$ cat config.mk
export PLATFORM = sky130hd
export DESIGN_NAME = fpu_issue_controller
export DESIGN_NICKNAME = d
export VERILOG_FILES = /design/src/rtl/fpu_pkg.sv /design/src/rtl/fpu_wait_timer.sv /design/src/rtl/fpu_issue_controller.sv
export SDC_FILE = /design/constraint.sdc
export NUM_CORES = 1
export LEC_CHECK = 0
export CORE_MARGIN = 2
export CORE_UTILIZATION = 43
export CTS_BUF_LIST = sky130_fd_sc_hd__clkbuf_8
export CTS_CLUSTER_DIAMETER = 60
export CTS_CLUSTER_SIZE = 8
export DETAILED_ROUTE_END_ITERATION = 10
export GPL_TIMING_DRIVEN = 0
export PLACE_DENSITY = 0.81
export REMOVE_ABC_BUFFERS = 1
export SLEW_MARGIN = 40
export SYNTH_ARGS = -nofsm -noshare
export SYNTH_HDL_FRONTEND = slang
export SYNTH_HIERARCHICAL = 1
export SYNTH_SLANG_ARGS = --single-unit
$ cat constraint.sdc
create_clock -name clk -period 4.4 [get_ports clk]
set_input_delay 0.66 -clock clk [delete_from_list [all_inputs] [get_ports clk]]
set_output_delay 0.66 -clock clk [all_outputs]
set_load 0.01 [all_outputs]
$ cat src/rtl/fpu_pkg.sv
// fpu_pkg
//  Shared definitions for the fixed-point unit issue path:
//  - FPU opcode encodings driven on fpu_operation
//  - default operand width and fractional-bit count
//  - 2-bit state encoding of the issue FSM
package fpu_pkg;

    localparam int FPU_WIDTH_DEF = 32;
    localparam int FPU_FBITS_DEF = 10;

    localparam logic [1:0] FPU_ADD  = 2'b00;
    localparam logic [1:0] FPU_SUB  = 2'b01;
    localparam logic [1:0] FPU_MUL  = 2'b10;
    localparam logic [1:0] FPU_SQRT = 2'b11;

    typedef enum logic [1:0] {
        ST_IDLE  = 2'b00,
        ST_ISSUE = 2'b01,
        ST_WAIT  = 2'b10,
        ST_RESP  = 2'b11
    } issue_state_e;

endpackage

$ cat src/rtl/fpu_wait_timer.sv
// fpu_wait_timer
//  Loadable up-counter with a terminal-count flag. The issue controller reuses
//  one instance for both the settle window and the ready timeout.
// Ports
//  clk    in   rising-edge clock
//  reset  in   asynchronous, active-high; clears the count
//  load   in   clear the count to 0 on the next edge (wins over en)
//  en     in   increment the count on the next edge
//  limit  in   terminal value compared against the current count
//  tc     out  1 while the current count equals limit
module fpu_wait_timer #(
    parameter int CNT_W = 8
) (
    input  logic             clk,
    input  logic             reset,
    input  logic             load,
    input  logic             en,
    input  logic [CNT_W-1:0] limit,
    output logic             tc
);

    logic [CNT_W-1:0] count_q;
    logic [CNT_W-1:0] count_d;

    always_comb begin
        count_d = count_q;
        if (load) begin
            count_d = '0;
        end else if (en) begin
            count_d = count_q + 1'b1;
        end
    end

    always_ff @(posedge clk or posedge reset) begin
        if (reset) begin
            count_q <= '0;
        end else begin
            count_q <= count_d;
        end
    end

    assign tc = (count_q == limit);

endmodule

$ cat src/rtl/fpu_issue_controller.sv
// fpu_issue_controller
//  Initiator side of the fixed-point unit interface. Takes an op request from
//  execute (valid/ready), drives and holds operands/opcode to the FPU, ignores
//  fpu_ready for a settle window, then waits (bounded) for fpu_ready and hands
//  the captured result plus tag to writeback (valid/ready).
// Ports
//  clk, reset                      clock, asynchronous active-high reset
//  req_valid/req_ready             request handshake from execute
//  req_op, req_a, req_b, req_tag   opcode, operands, destination tag
//  fpu_operand_1/2, fpu_operation  registered drive to the FPU
//  fpu_result, fpu_ready           FPU result and level-sensitive valid
//  rsp_valid/rsp_ready             response handshake to writeback
//  rsp_result, rsp_tag, rsp_err    response payload (result 0 on error)
//  busy                            controller not idle
module fpu_issue_controller
    import fpu_pkg::*;
#(
    parameter int WIDTH   = FPU_WIDTH_DEF,
    parameter int FBITS   = FPU_FBITS_DEF,
    parameter int TAG_W   = 5,
    parameter int SETTLE  = 1,
    parameter int TIMEOUT = 64
) (
    input  logic             clk,
    input  logic             reset,
    input  logic             req_valid,
    output logic             req_ready,
    input  logic [1:0]       req_op,
    input  logic [WIDTH-1:0] req_a,
    input  logic [WIDTH-1:0] req_b,
    input  logic [TAG_W-1:0] req_tag,
    output logic [WIDTH-1:0] fpu_operand_1,
    output logic [WIDTH-1:0] fpu_operand_2,
    output logic [1:0]       fpu_operation,
    input  logic [WIDTH-1:0] fpu_result,
    input  logic             fpu_ready,
    output logic             rsp_valid,
    input  logic             rsp_ready,
    output logic [WIDTH-1:0] rsp_result,
    output logic [TAG_W-1:0] rsp_tag,
    output logic             rsp_err,
    output logic             busy
);

    // One counter serves both windows, so size it for the longer one.
    localparam int CNT_MAX = (TIMEOUT > SETTLE) ? TIMEOUT : SETTLE;
    localparam int CNT_W   = $clog2(CNT_MAX) + 1;

    if (SETTLE < 1 || TIMEOUT < 2 || FBITS >= WIDTH) begin : g_param_check
        $error("fpu_issue_controller: illegal SETTLE/TIMEOUT/FBITS");
    end

    issue_state_e     state_q, state_d;
    logic [WIDTH-1:0] op1_q, op1_d;
    logic [WIDTH-1:0] op2_q, op2_d;
    logic [1:0]       opc_q, opc_d;
    logic [WIDTH-1:0] result_q, result_d;
    logic [TAG_W-1:0] tag_q, tag_d;
    logic             err_q, err_d;

    logic             accept;
    logic             tmr_load;
    logic             tmr_en;
    logic             tmr_tc;
    logic [CNT_W-1:0] tmr_limit;

    assign req_ready = (state_q == ST_IDLE) || ((state_q == ST_RESP) && rsp_ready);
    assign accept    = req_valid && req_ready;

    // ISSUE counts 0..SETTLE-1, WAIT counts 0..TIMEOUT-1.
    assign tmr_limit = (state_q == ST_ISSUE) ? CNT_W'(SETTLE - 1) : CNT_W'(TIMEOUT - 1);

    fpu_wait_timer #(
        .CNT_W (CNT_W)
    ) u_timer (
        .clk   (clk),
        .reset (reset),
        .load  (tmr_load),
        .en    (tmr_en),
        .limit (tmr_limit),
        .tc    (tmr_tc)
    );

    always_comb begin
        state_d  = state_q;
        op1_d    = op1_q;
        op2_d    = op2_q;
        opc_d    = opc_q;
        result_d = result_q;
        tag_d    = tag_q;
        err_d    = err_q;
        tmr_load = 1'b0;
        tmr_en   = 1'b0;

        if (accept) begin
            // An accept also covers the back-to-back case from RESP.
            tag_d = req_tag;
            if ((req_op == FPU_SQRT) && req_a[WIDTH-1]) begin
                // Negative SQRT is rejected locally; the FPU never sees it.
                state_d  = ST_RESP;
                err_d    = 1'b1;
                result_d = '0;
            end else begin
                op1_d    = req_a;
                op2_d    = req_b;
                opc_d    = req_op;
                state_d  = ST_ISSUE;
                tmr_load = 1'b1;
            end
        end else begin
            unique case (state_q)
                ST_ISSUE: begin
                    // fpu_ready may still reflect the previous op here.
                    if (tmr_tc) begin
                        state_d  = ST_WAIT;
                        tmr_load = 1'b1;
                    end else begin
                        tmr_en = 1'b1;
                    end
                end
                ST_WAIT: begin
                    // Ready is checked first so a result on the last cycle wins.
                    if (fpu_ready) begin
                        result_d = fpu_result;
                        err_d    = 1'b0;
                        state_d  = ST_RESP;
                    end else if (tmr_tc) begin
                        result_d = '0;
                        err_d    = 1'b1;
                        state_d  = ST_RESP;
                    end else begin
                        tmr_en = 1'b1;
                    end
                end
                ST_RESP: begin
                    if (rsp_ready) begin
                        state_d = ST_IDLE;
                    end
                end
                default: ;
            endcase
        end
    end

    always_ff @(posedge clk or posedge reset) begin
        if (reset) begin
            state_q  <= ST_IDLE;
            op1_q    <= '0;
            op2_q    <= '0;
            opc_q    <= FPU_ADD;
            result_q <= '0;
            tag_q    <= '0;
            err_q    <= 1'b0;
        end else begin
            state_q  <= state_d;
            op1_q    <= op1_d;
            op2_q    <= op2_d;
            opc_q    <= opc_d;
            result_q <= result_d;
            tag_q    <= tag_d;
            err_q    <= err_d;
        end
    end

    assign fpu_operand_1 = op1_q;
    assign fpu_operand_2 = op2_q;
    assign fpu_operation = opc_q;
    assign rsp_valid     = (state_q == ST_RESP);
    assign rsp_result    = result_q;
    assign rsp_tag       = tag_q;
    assign rsp_err       = err_q;
    assign busy          = (state_q != ST_IDLE);

endmodule
; Word level (Yosys, flattened, before mapping)
; Cells that the tools add are included.
[totals]
regBits = 113
inputBits = 108
out_inout_bits = 107
wordCells = 60
[classes]
addsub = 1
n_eq_ne = 9
n_mux = 28
n_bitwise = 1
n_reduce_logical = 13
[op_table]
columns = cell, n
row1 = two-way mux 32 bit, 5
row2 = two-way mux 7 bit, 2
row3 = two-way mux 1 bit, 12
row4 = two-way mux 2 bit, 6
row5 = "adder 7 x 1 -> 7 bit, second input constant", 1
row6 = equality test 7 x 6 -> 1 bit, 1
row7 = "equality test 2 bit, second input constant", 3
row8 = two-way mux 6 bit, 1
row9 = one-hot mux 2 bit (3 select lines), 1
row10 = nonzero test 2 bit, 3
row11 = "inequality test 4 bit, second input constant", 1
row12 = AND reduction 4 bit, 1
row13 = nonzero test 4 bit, 1
row14 = logical AND 1 bit, 3
row15 = "inequality test 3 x 1 -> 1 bit, second input constant", 1
row16 = "inequality test 3 bit, second input constant", 1
row17 = AND reduction 3 bit, 1
row18 = nonzero test 3 bit, 1
row19 = "equality test 2 x 1 -> 1 bit, second input constant", 1
row20 = logical NOT 2 bit, 1
row21 = "inequality test 2 x 1 -> 1 bit, second input constant", 1
row22 = one-hot mux 1 bit (2 select lines), 1
row23 = AND reduction 2 bit, 1
row24 = logical OR 1 bit, 1
row25 = NOT 1 bit, 1

; Depth between registers and ports, before layout
[depth]
ltp_word = 9
mapped_depth = 11

; Cells and area by module
; Netlist, hierarchy kept.
[modules_own_cells]
columns = module, instances, cells_each, area_per_inst_um2, seq_area_each_um2
row1 = fpu_issue_controller, 1, 259, 4282.9, 2652.5
row2 = fpu_wait_timer, 1, 39, 385.4, 175.2

; Worst setup path after synthesis
; No wires, ideal clock.
[synth_path]
kind = reg2reg
start = register state_q[1]
end = register u_timer.count_q[5]
t_arrival_ns = 2.209
required_ns = 4.322
setup_slack_ns = 2.114
stages_incl_launch_ff = 11
path_buffers = 0
synth_period_minus_slack_ns = 2.286
path_cell_list = dfrtp_1 > inv_1 > ha_1 > inv_1 > xor2_1 > nor4_1 > a21oi_1 > and3_1 > nand4_1 > or3_1 > a21oi_1
[synth_between]
elab_chain_cells = 8
word_cells_on_any_way = 18
classes_between = eq/ne: 4 / mux: 9 / reduce/logical: 5
[synth_rtl]
columns = item, line
row1 = "start, declared", fpu_issue_controller.sv:53  ; issue_state_e state_q, state_d;
row2 = "start signal, assigned", fpu_issue_controller.sv:155  ; state_q <= state_d;
row3 = equality test 2 x 1 -> 1 bit (*), fpu_issue_controller.sv:71  ; assign tmr_limit = (state_q == ST_ISSUE) ? CNT_W'(SETTLE - 1) : CNT_W'(TIMEOUT - 1);
row4 = two-way mux 6 bit (*), fpu_issue_controller.sv:71
row5 = net tmr_limit[0], fpu_issue_controller.sv:65  ; logic [CNT_W-1:0] tmr_limit;
row6 = equality test 7 x 6 -> 1 bit (*), fpu_wait_timer.sv:42  ; assign tc = (count_q == limit);
row7 = net tmr_tc, fpu_issue_controller.sv:64  ; logic tmr_tc;
row8 = two-way mux 1 bit (*), "fpu_issue_controller.sv:114, fpu_issue_controller.sv:127"
row9 = two-way mux 1 bit, fpu_issue_controller.sv:123  ; if (fpu_ready) begin
row10 = one-hot mux 1 bit (2 select lines) (*), fpu_issue_controller.sv:111  ; unique case (state_q)
row11 = two-way mux 1 bit (*), fpu_issue_controller.sv:95  ; if (accept) begin
row12 = net tmr_en, fpu_issue_controller.sv:63  ; logic tmr_en;
row13 = nonzero test 2 bit (no line) (*), -
row14 = "end signal, assigned", fpu_wait_timer.sv:38  ; count_q <= count_d;
row15 = "end, declared", fpu_wait_timer.sv:22  ; logic [CNT_W-1:0] count_q;
; The timed path passes the listed nets; every way through them passes the cells marked *.
; A chain may end at the register's enable or synchronous reset.

; Final worst setup path
; Same ends and word-level chain as after synthesis.

==> out/qor.txt <==
====================================================================================================
Crit path launch type .................................................................    flip-flop
Resized cells post-CTS ................................................................            0
Period minus WS final .................................................................      2.71 ns
Initial antenna violation count .......................................................            0
Worst reg-to-reg setup slack ..........................................................      1.69 ns
Tightest Pin Transition ...............................................................     0.617 ns
Synth cell types ......................................................................           36
Antenna fix cells .....................................................................            0
Fill cells ............................................................................          753
Instance area at placement ............................................................  0.00696 mm²
Count of hold-fix buffers inserted at cts .............................................            0
Number of buffers added on ports ......................................................          214
Fmax ..................................................................................      369 MHz
Total negative slack ..................................................................         0 ns
Total count of max-transition violations in the final report ..........................            0
Cell count after synthesis ............................................................          298
Most common cell after layout, fill and taps aside .................................... clkdlybuf4s50_1
Flop and latch count out of synthesis .................................................          113
Clock-pin slew reported for the worst setup and hold paths after clock tree synthesis .      0.07 ns
Standard-cell rows ....................................................................           38
Worst max-slew margin expressed relative to the limit .................................        58.8%
Post-Route Skew .......................................................................   0.00908 ns
DP HPWL ...............................................................................      8.80 mm
Global-route wire length before repair ................................................      18.4 mm
Final setup violating endpoints .......................................................            0
Max-cap violations ....................................................................            0
Setup repair after global routing missed its margin ...................................        false
Summed instance area of the synthesized netlist .......................................  0.00467 mm²
Hold path cells .......................................................................            1
Area taken by multi-input logic gates .................................................  0.00166 mm²
Worst r2r src ......................................................................... state_q[1]$_DFFE_PP0P_
Share of post-route cells with drive strength above 1 .................................        20.7%
Synth warnings ........................................................................            6
Sink count of the clock tree ..........................................................          113
Initial core utilization ..............................................................        43.6%
Die H .................................................................................       108 µm
Design Area, Final ....................................................................  0.00737 mm²
Total gr overflow .....................................................................            0
Horizontal die dimension ..............................................................       108 µm
Capture instance of the worst register-to-register path ............................... u_timer/count_q[5]$_DFFE_PP0P_
Via density ...........................................................................         4.94
Num CTS Buffers .......................................................................           17
TritonRoute pass-1 iters ..............................................................            4
Fin crit share ........................................................................        61.6%
Core Box Area .........................................................................   0.0107 mm²
Cell type with the largest total area after synthesis .................................      dfrtp_1
Non-filler cells in the finished layout ...............................................          675
Finished Core Util ....................................................................        68.9%
H-tree levels .........................................................................            4
Required time worst endpoint ..........................................................      4.73 ns
TritonCTS clock tree ..................................................................        built
Total detailed-routing wirelength .....................................................      11.8 mm
Register area share after synthesis ...................................................        60.6%
Placed cell count .....................................................................          643
Synth Area per Inst ...................................................................     15.7 µm²
Placer Congestion .....................................................................        0.782
Die Area ..............................................................................   0.0117 mm²
Residual DRC ..........................................................................            0
Aggregate global-route resource usage .................................................        21.1%
Launch point of the worst hold path ................................................... fpu_operand_1[31]$_DFFE_PP0P_
Top library cells by usage in the layout, fill and taps aside ......................... 214 x clkdlybuf4s50_1, 113 x dfrtp_1, 37 x mux2_4
Antenna Violating Nets Remaining ......................................................            0
Clk Latency, worst-skew pair ..........................................................      0.42 ns
Largest fanout on the critical path ...................................................            7
Type of the setup path with the least slack ........................................... flip-flop to flip-flop
Number of ports placed on the die boundary ............................................          215
Detailed-route wire length per cell ...................................................      17.4 µm
Maximum clock path buffer count .......................................................            2
Overall power consumption .............................................................      5.37 mW
Hold worst-path end ................................................................... fpu_operand_1[31]$_DFFE_PP0P_
Setup Buffers After CTS ...............................................................            0
Leakage power .........................................................................      3.20 nW
Via count of the first global-routing pass ............................................         3589
Number of vias in the routed layout ...................................................         3336
Run status ............................................................................    completed
IR Drop Worst-Case VDD ................................................................       479 µV
Detailed router's first-iteration violation count .....................................          132
Clock Root Buffer .....................................................................     clkbuf_8
Area share of the largest cell type after synthesis ...................................        60.6%
Pwr/cell area .........................................................................   729 mW/mm²
Maximum number of pins on one net before global-route repair ..........................           73
Final-report hold violation count .....................................................            0
Path class of the lowest-slack min-delay path ......................................... flip-flop to flip-flop
Dominant cells by area after synthesis ................................................ dfrtp_1 61%, mux2_4 12%, mux2_2 7.5%
Endpoint type of the worst setup path .................................................    flip-flop
Area occupied by registers ............................................................  0.00283 mm²
Depth of the most critical reg-to-reg path ............................................           11
Synth-to-layout area growth ...........................................................        57.8%
WP data arrival .......................................................................      3.05 ns
Nets ..................................................................................          636
====================================================================================================
-- layer usage --
metal  up-vias  GRT usage, %  share of wire (%)
met5         -             0                  0
met4         0          11.5                2.5
met1      1677          22.9                 38
met2       118          35.2                 52
met3        25          8.44                7.2
li1       1516             -                  -
-- state kept, by name, summed over array words and instances (netlist names) --
register         flops
fpu_operand_1       32
fpu_operand_2       32
fpu_operation        2
rsp_err              1
rsp_result          32
rsp_tag              5
state_q              2
u_timer/count_q      7
-- cells by family (layout without fill, tap and decap cells) --
kind of cell / Yosys count / count (layout) / share of synthesized area [%]
buffers and inverters: 22 / 259 / 4.15
DFF: 113 / 113 / 60.6
and+or+nand+nor: 26 / 26 / 3.14
other: 1 / 1 / 0.0803
muxes: 70 / 70 / 19.8
AOI/OAI and AO/OA: 49 / 49 / 8.55
xor gates and xnor gates: 11 / 11 / 2.06
adders and majority gates: 6 / 6 / 1.61
-- layout make-up --
| class | count | share of cell area [%] |
|---|---|---|
| flip-flops and latches | 113 | 38.4 |
| well taps | 140 | 2.38 |
| repair buffers | 220 | 30.8 |
| inverters | 7 | 0.459 |
| multi-input cells | 163 | 22.5 |
| clock inverters | 13 | 1.94 |
| clock buffers | 19 | 3.55 |
-- metrics by stage --
| stage | hold slack, ns | setup WS, ns |
|---|---|---|
| 6_report | 0.491 | 1.69 |
| 5_1_grt | 0.516 | 1.47 |
| 4_1_cts | 0.496 | 1.71 |
| 3_5_place_dp | 0.482 | 1.44 |
| 3_3_place_gp | 0.473 | -0.542 |
| 2_1_floorplan | 0.463 | 0.951 |
-- cell usage after synthesis --
| cell | n |
|---|---|
| mux2i_1 | 1 |
| nor2b_1 | 1 |
| mux2_4 | 37 |
| a221o_1 | 1 |
| a22o_1 | 32 |
| ha_1 | 6 |
| nor2_4 | 1 |
| buf_2 | 2 |
| a21o_4 | 1 |
| buf_6 | 4 |
| buf_4 | 5 |
| conb_1 | 1 |
| o21ai_0 | 4 |
| xnor2_1 | 5 |
| inv_1 | 7 |
| mux2_1 | 1 |
| nand2_4 | 1 |
| a21oi_1 | 6 |
| nand2_1 | 4 |
| nor4_1 | 1 |
| buf_12 | 3 |
| or2_1 | 1 |
| nand3_1 | 1 |
| o21a_1 | 1 |
| and3_1 | 3 |
| or3_1 | 2 |
| o22a_1 | 2 |
| buf_8 | 1 |
| nand4_1 | 3 |
| a31oi_1 | 1 |
| a31oi_2 | 1 |
| dfrtp_1 | 113 |
| nor2_1 | 6 |
| xor2_1 | 6 |
| mux2_2 | 31 |
| nand2b_1 | 2 |
-- worst max-delay path: stages, from the launching register on --
cell and delay [ns]:
dfrtp_1 0.43, inv_1 0.08, ha_1 0.20, inv_1 0.23
xnor2_1 0.10, nand4_1 0.11, nor4_1 0.07, a21oi_1 0.30
and3_1 0.34, nand4_1 0.19, or3_1 0.39, a21oi_1 0.17
-- worst max-delay path by stage --
stage | start | to | slack, ns | cells after the start
2_1_floorplan | reset | fpu_operand_1[0]$_DFFE_PP0P_ | 0.95 | 1
3_3_place_gp | reset | fpu_operand_1[18]$_DFFE_PP0P_ | -0.54 | 2
3_5_place_dp | rsp_ready | fpu_operand_1[6]$_DFFE_PP0P_ | 1.44 | 8
4_1_cts | state_q[1]$_DFFE_PP0P_ | u_timer/count_q[5]$_DFFE_PP0P_ | 1.71 | 11
5_1_grt | state_q[1]$_DFFE_PP0P_ | u_timer/count_q[6]$_DFFE_PP0P_ | 1.47 | 10
6_report | state_q[1]$_DFFE_PP0P_ | u_timer/count_q[5]$_DFFE_PP0P_ | 1.69 | 11
-- power breakdown --
group	leakage, nW	switching [mW]	internal (mW)
Clock	0.220	0.407	0.580
Combinational	1.61	0.962	1.60
Sequential	1.37	0.285	1.53
(Power assumes the default switching activity.)
